<file path="src/rtl/dp_ram_false_sync_read.sv">
// Dual-port flop RAM: port A read/write, port B read-only.
// Both read ports are registered and read-before-write.
module dp_ram_false_sync_read #(
    parameter int ADDR_WIDTH = 5,
    parameter int DATA_WIDTH = 4,
    parameter int DEPTH      = 2**ADDR_WIDTH
) (
    input  logic                  clk,
    input  logic                  rst_n,
    input  logic                  we,
    input  logic [ADDR_WIDTH-1:0] a,
    input  logic [ADDR_WIDTH-1:0] dpra,
    input  logic [DATA_WIDTH-1:0] di,
    output logic [DATA_WIDTH-1:0] spo,
    output logic [DATA_WIDTH-1:0] dpo
);

    logic [DATA_WIDTH-1:0] mem [DEPTH];

    // Reads sample mem before this edge's write lands, so no bypass exists.
    always_ff @(posedge clk or negedge rst_n) begin
        if (!rst_n) begin
            for (int i = 0; i < DEPTH; i++) begin
                mem[i] <= '0;
            end
            spo <= '0;
            dpo <= '0;
        end else begin
            if (we) begin
                mem[a] <= di;
            end
            spo <= mem[a];
            dpo <= mem[dpra];
        end
    end

endmodule

</file>
<file path="config.mk">
export PLATFORM = sky130hd
export DESIGN_NAME = dp_ram_false_sync_read
export DESIGN_NICKNAME = d
export VERILOG_FILES = /design/src/rtl/dp_ram_false_sync_read.sv
export SDC_FILE = /design/constraint.sdc
export NUM_CORES = 1
export LEC_CHECK = 0
export BUFFER_PORTS_ARGS = -buffer_cell sky130_fd_sc_hd__buf_2
export CAP_MARGIN = 10
export CORE_MARGIN = 3
export CORE_UTILIZATION = 65
export DETAILED_ROUTE_END_ITERATION = 8
export PLACE_DENSITY = 0.83
export SYNTH_ARGS = -nofsm -noshare
export SYNTH_HDL_FRONTEND = slang
export SYNTH_SLANG_ARGS = --single-unit
export TNS_END_PERCENT = 10
</file>
<file path="constraint.sdc">
create_clock -name clk -period 2.75 [get_ports clk]
set_input_delay 0.825 -clock clk [delete_from_list [all_inputs] [get_ports clk]]
set_output_delay 0.825 -clock clk [all_outputs]
set_load 0.01 [all_outputs]
</file>
# Word-level counts from Yosys, hierarchy flattened
# Cells that the tools add are included.
classes:
  reduce_logical: 1
  bitwise_logic: 2
  n_mux: 9
  n_lt_le_gt_ge: 3
ops:
  columns: ["cell", "n"]
  rows:
  - ["128-bit bitwise mux", 1]
  - ["4-bit binary-select mux with 5-bit select", 2]
  - ["4-bit demux with 5-bit select", 1]
  - ["4-bit two-way mux", 5]
  - ["6-bit >= comparator, second input constant", 2]
  - ["5-bit NOT with 6-bit output", 2]
  - ["6-bit by 1-bit less-than comparator with 1-bit output, second input constant", 1]
  - ["1-bit logical AND", 1]
word_totals:
  in_bits: 17
  output_inout_bits: 8
  ff_bits: 136

# Longest topological paths before layout
logic_depth:
  word_depth: 6
  mapped_depth: 5

# Worst setup path before layout
# OpenSTA, ideal clock, no wires.
synth_path:
  kind: "input-to-reg"
  start: "input dpra[1]"
  end: "register dpo[0]"
  arrival_ns: 2.377
  n_path_buf: 2
  setup_time_ns: 0.125
  stages: 5
  slack_ns: 0.248
  cell_sequence: "buf_2 -> buf_6 -> mux4_2 -> mux4_2 -> mux2_2"
synth_between:
  elab_chain_len: 4
synth_lines:
  columns: ["item", "line", "text"]
  rows:
  - ["start, declared", "12", "input logic [ADDR_WIDTH-1:0] dpra,"]
  - ["5-bit NOT with 6-bit output (implied by the code)", "33", "dpo <= mem[dpra];"]
  - ["4-bit binary-select mux with 5-bit select", "33", null]
  - ["4-bit two-way mux (implied by the code) (2 in series)", "33", null]
  - ["end signal, assigned", "33", null]
  - ["end, declared", "15", "output logic [DATA_WIDTH-1:0] dpo"]
# Every way passes these cells. The select of a mux whose other input is x is not followed.
# A chain may end at the register's enable or synchronous reset.

# Worst setup path after layout
layout_path:
  start: "input dpra[1]"
  end: "register dpo[2]"
# The elaborated chain is that of the path after synthesis.

==> impl_metrics.csv <==
group,metric,value,unit
run_status,status,"finished clean",
clock_network,htree_levels,4,
clock_network,post-cts-setup-buffer-count,0,
drt,drt_iter0_drc,581,
synth,netlist_top_cells_area,"dfrtp_1 (48%), mux4_2 (23%), mux2_2 (21%)",
die,num_rows,37,
clock_network,cts_root_buf,"clkbuf_8",
sta,fin_crit_sh,0.755,
synth,ys_seq_area_frac,0.481,
layout,n_antenna_cell,0,
sta,hold_slack,221,ps
setup_path,endpoint_kind,"flip-flop",
setup_path,crit_chain,"buf_2, buf_12, mux4_2, mux4_2, mux2_2",
setup_path,path_class,"in2reg",
setup_path,cpPeakStageDelay,550,ps
global_routing,grt_overflow_total,0,
synth,synth_fp_nets,462,
die,die_area,0.0122,mm2
setup_path,worst_path_max_delay_cell,"mux4_2",
sta,fin_crit,2080,ps
setup_path,regToRegSetupSlack,920,ps
sta,slew_violations,0,
global_routing,antenna_found_initial,0,
clock_network,clkLatencyLatePin,540,ps
die,fp.dieW,110,um
global_routing,track_usage,0.333,
synth,synth_top_cell_area_share,0.481,
layout,postLayoutCellArea,0.00811,mm2
drt,first_pass_iters,5,
synth,yosysUniqueCellTypes,19,
hold_path,hold_class,"in2async",
sta,worst_slew_pin_slew,667,ps
layout,final_common_cell,"dfrtp_1",
drt,vias,4559,
pwr,ir_drop,0.624,mV
global_routing,grt_pass1_vias,4718,
sta,finClkSkew,7.05,ps
clock_network,clk_pin_slew_worst_paths,60,ps
drt,wire_per_inst,29.2,um
drt,route.detailed.vias_per_inst,7.29,
drt,highest_layer,"met4",
layout,syn_to_final_growth,14.6,%
synth,syn_inst,445,
placed_design,routabilityCongestion,0.920,
sta,setup_tns,0,ps
synth,yosysTopAreaCell,"dfrtp_1",
layout,fill_cells,588,
placed_design,dp_hpwl,12800,um
clock_network,clk_path_buf_depth,2,
synth,synth_seq_cells,136,
clock_network,ctsResizeCount,0,
drt,drt_wl_total,18300,um
synth,syn_avg_cell_area,15.9,um2
drt,drc,0,
clock_network,ctsHoldBuffers,0,
sta,rsz0062_at_grt,"false",
placed_design,io_buffers,24,
sta,max_slew_margin,0.555,
setup_path,start_kind,"input pin",
layout,finalNetCount,493,
drt,m1WireLength,7380,um
setup_path,worstPathRequired,3170,ps
drt,ant_nets,0,
setup_path,r2r-end,"dpo[2]",
drt,route.met3.wl,2040,um
setup_path,crit_fanout,14,
global_routing,grt_pass1_wl,28500,um
pwr,power_density,795,mW/mm2
layout,drive_above_1_share,0.581,
setup_path,cp.arrival,2500,ps
clock_network,cts.sinks,136,
die,initial_utilization,0.677,
die,num_io_pins,25,
sta,hold_violations,0,
layout,fin_util,0.775,
global_routing,grt_max_degree,55,
placed_design,place_area,0.00746,mm2
die,core_area,0.0105,mm2
setup_path,r2r_start,"mem[86]",
drt,routed-wl-met2,8470,um
setup_path,cp_common_cell,"mux4_2",
layout,layout_common_cells,"dfrtp_1 (136), mux2_2 (132), mux4_2 (72), nor2_1 (28), buf_2 (23)",
clock_network,cts_tree,"yes",
sta,fmax,481,MHz
setup_path,r2r_cells,3,
synth,yosys_warnings,0,
sta,setup-violations-final,0,
flow_run,max-cap-violations,0,
pwr,p_leak,3.46,nW
die,die_y,110,um
clock_network,numCtsBuffers,17,
synth,netlist_area,0.00708,mm2
-- stage by stage --
stage	setup WS (ps)	cells	total power (W)
after floorplan	248	445	0.00349
after global placement	152	593	0.00389
after detailed placement	151	593	0.00396
after CTS	706	625	0.00646
after global routing	678	625	0.00669
final	673	625	0.00645
-- worst max-delay path: cells and delay by family --
kind / cells / cell delay, ps
buffers and inverters: 2 / 320
multiplexers: 3 / 1350
-- sequential cells by signal, summed over array words and instances, names as in the netlist --
| signal | count |
|---|---|
| spo | 4 |
| mem | 128 |
| dpo | 4 |
-- cell usage after synthesis --
cell type,instances
dfrtp_1,136
mux2_2,132
mux4_2,72
nor2_1,28
clkbuf_1,21
a22oi_1,16
buf_2,5
nand3b_1,5
nand2_1,4
nand4_1,4
nor3b_1,4
or3b_2,4
and3b_1,3
buf_1,3
buf_6,3
nand3_1,2
and3_1,1
nor3_1,1
or3_1,1
-- layer usage --
layer  global-route usage  up-vias
met3                0.118       33
li1                     -     1811
met1                0.475     2407
met5                    0        -
met4                0.110        0
met2                0.487      308
-- worst max-delay path by stage --
| stage | from | endpoint | slack (ps) | cells after the start |
|---|---|---|---|---|
| detailed placement | dpra[1] | dpo[3] | 150 | 5 |
| finish | dpra[1] | dpo[2] | 670 | 5 |
| floorplan | dpra[1] | dpo[0] | 250 | 5 |
| global placement | dpra[1] | dpo[0] | 150 | 5 |
| global route | dpra[1] | dpo[3] | 680 | 5 |
| CTS | dpra[1] | dpo[2] | 710 | 5 |
-- power by group --
group	internal, W	total [W]	leakage [nW]	switching (W)
sequential	0.00240	0.00279	1.74	0.000391
combinational	0.000737	0.00118	1.41	0.000443
clock	0.00160	0.00248	0.308	0.000883
total	0.00474	0.00645	3.46	0.00172
-- logic make-up after synthesis --
kind of cell,Yosys count,share of synthesized area
muxes,204,0.439
DFF,136,0.481
and+or+nand+nor,57,0.0426
buffers and inverters,32,0.0210
AOI/OAI and AO/OA,16,0.0170
-- final cells by class --
class                      count  area [um2]  area share
timing repair buffer          44         360      0.0444
clock inverter                14         221      0.0273
sequential                   136        3400       0.419
multi-input combinational    277        3530       0.435
clock buffer                  18         428      0.0527
tap                          136         170      0.0210
Note: power is estimated with default switching activity, not from simulation.
